<file path="src/rtl/halfband_decim_ts.sv">
// halfband_decim_ts: time-shared symmetric halfband FIR decimator (decimate by 2).
//
// One multiplier is iterated over the K non-zero symmetric coefficient pairs. The 0.5 centre
// tap is applied by a shift only. Coefficients are loaded at runtime through a small write
// port. One output is produced for every two accepted input samples.
//
// Optional build macro: HB_DECIM_SAT_EN
//   defined   -> the output saturates when the accumulator exceeds the output range
//   undefined -> the output is a plain bit-slice of the accumulator (wraps around)
//
// Ports:
//   sys_clk    system clock
//   reset      synchronous, active-high reset
//   in_en      one-cycle strobe, x_in valid
//   x_in       input sample, signed 1sWIDTH-1
//   coef_wr    coefficient write strobe (ignored while busy)
//   coef_addr  coefficient index 0..K-1 (indices >= K are ignored)
//   coef_data  signed coefficient, 1sCWIDTH-1
//   y          filtered, decimated output, signed; holds its value between strobes
//   y_valid    one-cycle strobe marking a new y
//   busy       high while a computation is in flight (MAC, CTR, OUT)
//   ovf        sticky overrun flag, set by in_en arriving while busy
module halfband_decim_ts #(
  parameter int unsigned WIDTH  = 18,
  parameter int unsigned CWIDTH = 18,
  parameter int unsigned NTAPS  = 11,
  localparam int unsigned K     = (NTAPS + 1) / 4,
  localparam int unsigned KW    = (K > 1) ? $clog2(K) : 1
) (
  input  logic              sys_clk,
  input  logic              reset,
  input  logic              in_en,
  input  logic [WIDTH-1:0]  x_in,
  input  logic              coef_wr,
  input  logic [KW-1:0]     coef_addr,
  input  logic [CWIDTH-1:0] coef_data,
  output logic [WIDTH-1:0]  y,
  output logic              y_valid,
  output logic              busy,
  output logic              ovf
);

  // Pre-add is WIDTH+1 bits, product WIDTH+CWIDTH+1 bits; the accumulator adds headroom for
  // K products plus the centre term.
  localparam int unsigned PW   = WIDTH + CWIDTH + 1;
  localparam int unsigned AW   = PW + $clog2(K + 1);
  localparam int unsigned CTRI = (NTAPS - 1) / 2;
  localparam int unsigned YMSB = WIDTH + CWIDTH - 2;
  localparam int unsigned YLSB = CWIDTH - 1;

  localparam logic [KW-1:0] KLast = KW'(K - 1);

  localparam logic [1:0] StIdle = 2'd0;
  localparam logic [1:0] StMac  = 2'd1;
  localparam logic [1:0] StCtr  = 2'd2;
  localparam logic [1:0] StOut  = 2'd3;

  // Only lengths of the form 4K-1 have the halfband zero pattern this datapath assumes.
  if (NTAPS < 3 || ((NTAPS + 1) % 4) != 0) begin : g_bad_ntaps
    $error("halfband_decim_ts: NTAPS must equal 4K-1 with K >= 1");
  end

  logic signed [WIDTH-1:0]  x_q [NTAPS];
  logic signed [CWIDTH-1:0] c_q [K];
  logic signed [CWIDTH-1:0] c_d [K];

  logic [1:0]          state_q, state_d;
  logic [KW-1:0]       k_q, k_d;
  logic signed [AW-1:0] acc_q, acc_d;
  logic                phase_q, phase_d;
  logic [WIDTH-1:0]    y_q, y_d;
  logic                ovf_q, ovf_d;

  logic                 trigger;
  logic signed [WIDTH-1:0]  xa, xb, xc;
  logic signed [CWIDTH-1:0] cc;
  logic signed [WIDTH:0]    pre;
  logic signed [PW-1:0]     prod;
  logic signed [AW-1:0]     ctr_term;
  logic [WIDTH-1:0]         y_next;

  // Every second accepted sample starts a new output computation.
  assign trigger = in_en & phase_q;
  assign busy    = (state_q != StIdle);
  assign ovf     = ovf_q;

  // A sample landing in the OUT cycle aborts that output, so the strobe is gated by in_en.
  assign y_valid = (state_q == StOut) && !in_en;
  assign y       = y_valid ? y_next : y_q;

  // Select the symmetric tap pair and coefficient for the current MAC step.
  always_comb begin
    xa = x_q[0];
    xb = x_q[NTAPS-1];
    cc = c_q[0];
    for (int i = 0; i < K; i++) begin
      if (k_q == KW'(i)) begin
        xa = x_q[2*i];
        xb = x_q[NTAPS-1-2*i];
        cc = c_q[i];
      end
    end
  end

  always_comb begin
    pre  = $signed({xa[WIDTH-1], xa}) + $signed({xb[WIDTH-1], xb});
    prod = PW'(pre) * PW'(cc);
  end

  // Centre coefficient is exactly 0.5, i.e. 2^(CWIDTH-2) in coefficient units.
  assign xc       = x_q[CTRI];
  assign ctr_term = AW'(xc) <<< (CWIDTH - 2);

`ifdef HB_DECIM_SAT_EN
  logic [AW-1-YMSB:0] acc_top;

  always_comb begin
    acc_top = acc_q[AW-1:YMSB];
    if ((&acc_top) || !(|acc_top)) begin
      y_next = acc_q[YMSB:YLSB];
    end else if (acc_q[AW-1]) begin
      y_next = {1'b1, {(WIDTH-1){1'b0}}};
    end else begin
      y_next = {1'b0, {(WIDTH-1){1'b1}}};
    end
  end
`else
  // Slice truncates toward -inf; upper bits are discarded (wrap-around).
  assign y_next = acc_q[YMSB:YLSB];
`endif

  // Coefficient bank: writes only while idle; a write coincident with a trigger is still
  // idle, so the MAC starting next cycle sees the new value.
  always_comb begin
    c_d = c_q;
    if (coef_wr && !busy) begin
      for (int i = 0; i < K; i++) begin
        if (coef_addr == KW'(i)) begin
          c_d[i] = $signed(coef_data);
        end
      end
    end
  end

  always_comb begin
    state_d = state_q;
    k_d     = k_q;
    acc_d   = acc_q;
    ovf_d   = ovf_q;
    y_d     = y_q;
    phase_d = phase_q ^ in_en;

    case (state_q)
      StIdle: begin
        if (trigger) begin
          acc_d   = '0;
          k_d     = '0;
          state_d = StMac;
        end
      end
      StMac: begin
        acc_d = acc_q + AW'(prod);
        if (k_q == KLast) begin
          state_d = StCtr;
        end else begin
          k_d = k_q + KW'(1);
        end
      end
      StCtr: begin
        acc_d   = acc_q + ctr_term;
        state_d = StOut;
      end
      StOut: begin
        if (y_valid) begin
          y_d = y_next;
        end
        state_d = StIdle;
      end
      default: state_d = StIdle;
    endcase

    // Overrun: the sample is still shifted in, but the running computation is dropped.
    if (busy && in_en) begin
      ovf_d = 1'b1;
      if (trigger) begin
        acc_d   = '0;
        k_d     = '0;
        state_d = StMac;
      end else begin
        state_d = StIdle;
      end
    end
  end

  always_ff @(posedge sys_clk) begin
    if (reset) begin
      for (int i = 0; i < NTAPS; i++) begin
        x_q[i] <= '0;
      end
      for (int i = 0; i < K; i++) begin
        c_q[i] <= '0;
      end
      state_q <= StIdle;
      k_q     <= '0;
      acc_q   <= '0;
      phase_q <= 1'b0;
      y_q     <= '0;
      ovf_q   <= 1'b0;
    end else begin
      if (in_en) begin
        x_q[0] <= $signed(x_in);
        for (int i = 1; i < NTAPS; i++) begin
          x_q[i] <= x_q[i-1];
        end
      end
      c_q     <= c_d;
      state_q <= state_d;
      k_q     <= k_d;
      acc_q   <= acc_d;
      phase_q <= phase_d;
      y_q     <= y_d;
      ovf_q   <= ovf_d;
    end
  end

endmodule

</file>
<file path="config.mk">
export PLATFORM = sky130hd
export DESIGN_NAME = halfband_decim_ts
export DESIGN_NICKNAME = d
export VERILOG_FILES = /design/src/rtl/halfband_decim_ts.sv
export SDC_FILE = /design/constraint.sdc
export NUM_CORES = 2
export LEC_CHECK = 0
export ABC_CLOCK_PERIOD_IN_PS = 9300
export CAP_MARGIN = 20
export CORE_MARGIN = 10
export CORE_UTILIZATION = 49
export DETAILED_ROUTE_END_ITERATION = 7
export PLACE_DENSITY = 0.68
export RECOVER_POWER = 50
export SETUP_SLACK_MARGIN = 0.15
export SYNTH_ARGS = -nofsm -noshare
export SYNTH_HDL_FRONTEND = slang
export SYNTH_SLANG_ARGS = --single-unit
</file>
<file path="constraint.sdc">
create_clock -name sys_clk -period 9.3 [get_ports sys_clk]
set_input_delay 2.325 -clock sys_clk [delete_from_list [all_inputs] [get_ports sys_clk]]
set_output_delay 2.325 -clock sys_clk [all_outputs]
set_load 0.05 [all_outputs]
</file>
==> impl_metrics.ini <==
[timing]
worstMarginPinSlew_ps = 3930
period_share_pct = 98.7
setup_viol = 0
clock.fmax_mhz = 109
hold_viol = 0
rsz0062_at_grt = yes
slew_headroom_pct = -162
holdWs_ps = 453
slew_violations = 365
clock_skew_ps = 38.5
final.min_clock_period_ps = 9180
postLayoutSetupSlackWorst_ps = 121

[detailed_routing]
antenna_left = 0
viasPerCell = 5.32
drc_errors = 0
drt_iter0_drc = 1418
drt_pass1_iterations = 5
wire_per_inst_um = 19.7
detailroute.via_count = 19700
drt_wl_total_um = 72600

[place]
hpwl_um = 58000
post-place-ws_ps = -149
gp_congestion = 0.961
portBuffers = 62

[synth]
synth-main-ff-cell = edfxtp_1
yosys_warnings = 0
synth_fp_nets = 3305
ys_async_sr_fraction_pct = 0
netlist_instances = 2744
ys_ff_latch = 311
netlist_area_um2 = 27300
synthDistinctLibCells = 77
synth_edf_count = 198
postSynthAreaPerCell_um2 = 9.95
seq_area_frac_synth_pct = 30.1

[floorplan]
die_w_um = 256
pin_count = 63
core_area_um2 = 55100
start_util_pct = 49.6
rows = 86
fp.dieH_um = 256
dieArea_um2 = 65600

[cells_and_area]
fin_nets = 3478
multiInputGateArea_um2 = 17600
area_growth_pct = 15.9
fillers = 4838
final_common_cell = inv_1
final_cell_mix = 403 x inv_1, 362 x nand2_1, 352 x fa_1, 211 x nor2_1, 198 x edfxtp_1
diodes = 0
drive_above_1_share_pct = 12.3
seqCellArea_um2 = 8210

[critical_path]
cp_slowest_stage_delay_ps = 580
critical_path_required_ps = 9710
critPathMaxFanout = 5
worstPathArrival_ps = 9590
crit_type = flop to flop
cp-end-kind = flop
cp-start-kind = flop
slowest_stage = fa_1
crit_path_frequent_cell = fa_1

[pwr]
power_leakage_nw = 14.3
total_power_mw = 8.56
power_density_nw_per_um2 = 271
ir_drop_mv = 0.167

[cts]
clkSinkCount = 311
hold_buffers = 0
cts_root_buffer = clkbuf_16
h-tree-depth = 2
cts_tree = built
cts_inserted_buffers = 36
clock_latency_ps = 570
cts_buffer_depth = 3
clk_pin_slew_ps = 60

[status]
violations = max-capacitance violations, max-slew violations
status = finished with violations

[grt]
track_usage_pct = 22.1
grt_overflow_total = 0
antenna_found_initial = 5
grt_pass1_vias = 20400
grt_pass1_wl_um = 114000
grt_max_degree = 165

[min_path]
worst_hold_path_type = flop to flop

[run]
drv_cap = 6
Yosys cell counts (3+ instances only):
cell	n	share of area, %
inv_1	410	5.6
nand2_1	367	5.0
fa_1	365	27
nor2_1	217	3.0
and2_1	207	4.7
edfxtp_1	198	22
ha_1	154	7.1
dfxtp_1	113	8.3
a21oi_1	104	1.9
clkbuf_1	95	1.3
o21ai_0	66	1.2
xnor2_1	58	1.9
mux2i_1	56	2.1
nor2b_1	50	1.1
a21o_1	27	0.74
o21a_1	27	0.74
a22oi_1	23	0.63
o21ai_1	20	0.37
xor2_1	20	0.64
mux2_2	18	0.74
nand2b_1	18	0.41
nor3_1	13	0.24
buf_1	11	0.15
or2_2	9	0.21
o21bai_1	8	0.22
a222oi_1	5	0.18
a32oi_1	5	0.16
nand3_1	5	0.092
or3_1	5	0.11
a211oi_1	4	0.11
a21oi_2	4	0.13
a31oi_1	4	0.092
and3_1	4	0.092
o31ai_1	3	0.082
sequential cells by signal (all words and copies together), names as in the netlist:
register  cells
acc_q        35
c_q          54
k_q           2
ovf           1
phase_q       1
state_q       2
x_q         198
y_q          18
logic make-up (layout without fill, tap and decap cells):
group	count (synthesis)	after routing	share of synthesized area, %
compound gates	331	331	8.01
simple gates	910	910	15.5
mux	74	74	2.80
xor+xnor	80	80	2.66
buf+inv	519	720	7.14
flops	311	311	30.1
fa+ha+maj	519	519	33.8
per-stage QoR:
step | setup TNS (ps) | instance area, um^2 | utilization [%] | instances
2_1_floorplan | 0 | 27500 | - | 2744
3_3_place_gp | 0 | 30000 | 54.4 | 3612
3_5_place_dp | -325 | 30000 | 54.4 | 3614
4_1_cts | 0 | 31400 | 56.9 | 3688
5_1_grt | -1090 | 31600 | 57.4 | 3693
6_report | 0 | 31600 | 57.4 | 3693
area by class of cell:
class | instances | share of cell area, %
multi-input combinational | 1914 | 55.8
timing repair buffer | 243 | 6.50
sequential | 311 | 26.0
clock inverter | 22 | 0.866
tap | 748 | 2.96
clock buffer | 44 | 3.07
inverter | 411 | 4.90
final timing paths:
| path | from | end | slack [ps] | cells past startpoint |
|---|---|---|---|---|
| worst max-delay path | k_q[1] | acc_q[32] | 120 | 37 |
| worst min-delay path | c_q[27] | c_q[27] | 450 | 2 |
| worst max register to register | k_q[1] | acc_q[32] | 120 | 37 |
| worst min register to register | c_q[27] | c_q[27] | 450 | 2 |
critical path, delay by kind of cell, from the launching register on:
kind	cells	cell delay (ps)
multiplexers	1	220
adder cells (fa/ha/maj)	10	4250
flip-flops	1	320
XOR/XNOR	2	280
AND/OR/NAND/NOR	4	820
AO/OA/AOI/OAI	15	2720
buffers and inverters	5	440
routing by layer:
| layer | vias to the layer above | wire [um] | share of wire, % | track usage, % |
|---|---|---|---|---|
| met1 | 9984 | 30100 | 41 | 28.7 |
| met5 | - | 0 | 0 | 0 |
| li1 | 9037 | - | - | - |
| met2 | 539 | 35800 | 49 | 37.2 |
| met3 | 97 | 3920 | 5.4 | 2.72 |
| met4 | 0 | 2840 | 3.9 | 8.18 |
repair_timing:
action / 4_1_cts / 5_1_grt
gates cloned: 0 / 1
pin swaps: 32 / 37
buffers inserted: 8 / 4
endpoints found under the setup margin: 6 / 18
resized for setup: 27 / 56
where the power goes:
| part | switching [mW] | internal, mW | leakage (nW) |
|---|---|---|---|
| registers | 0.121 | 1.61 | 3.10 |
| logic | 3.06 | 2.29 | 10.6 |
| clock network | 0.598 | 0.891 | 0.591 |
Power figures use the tool's default switching activity.
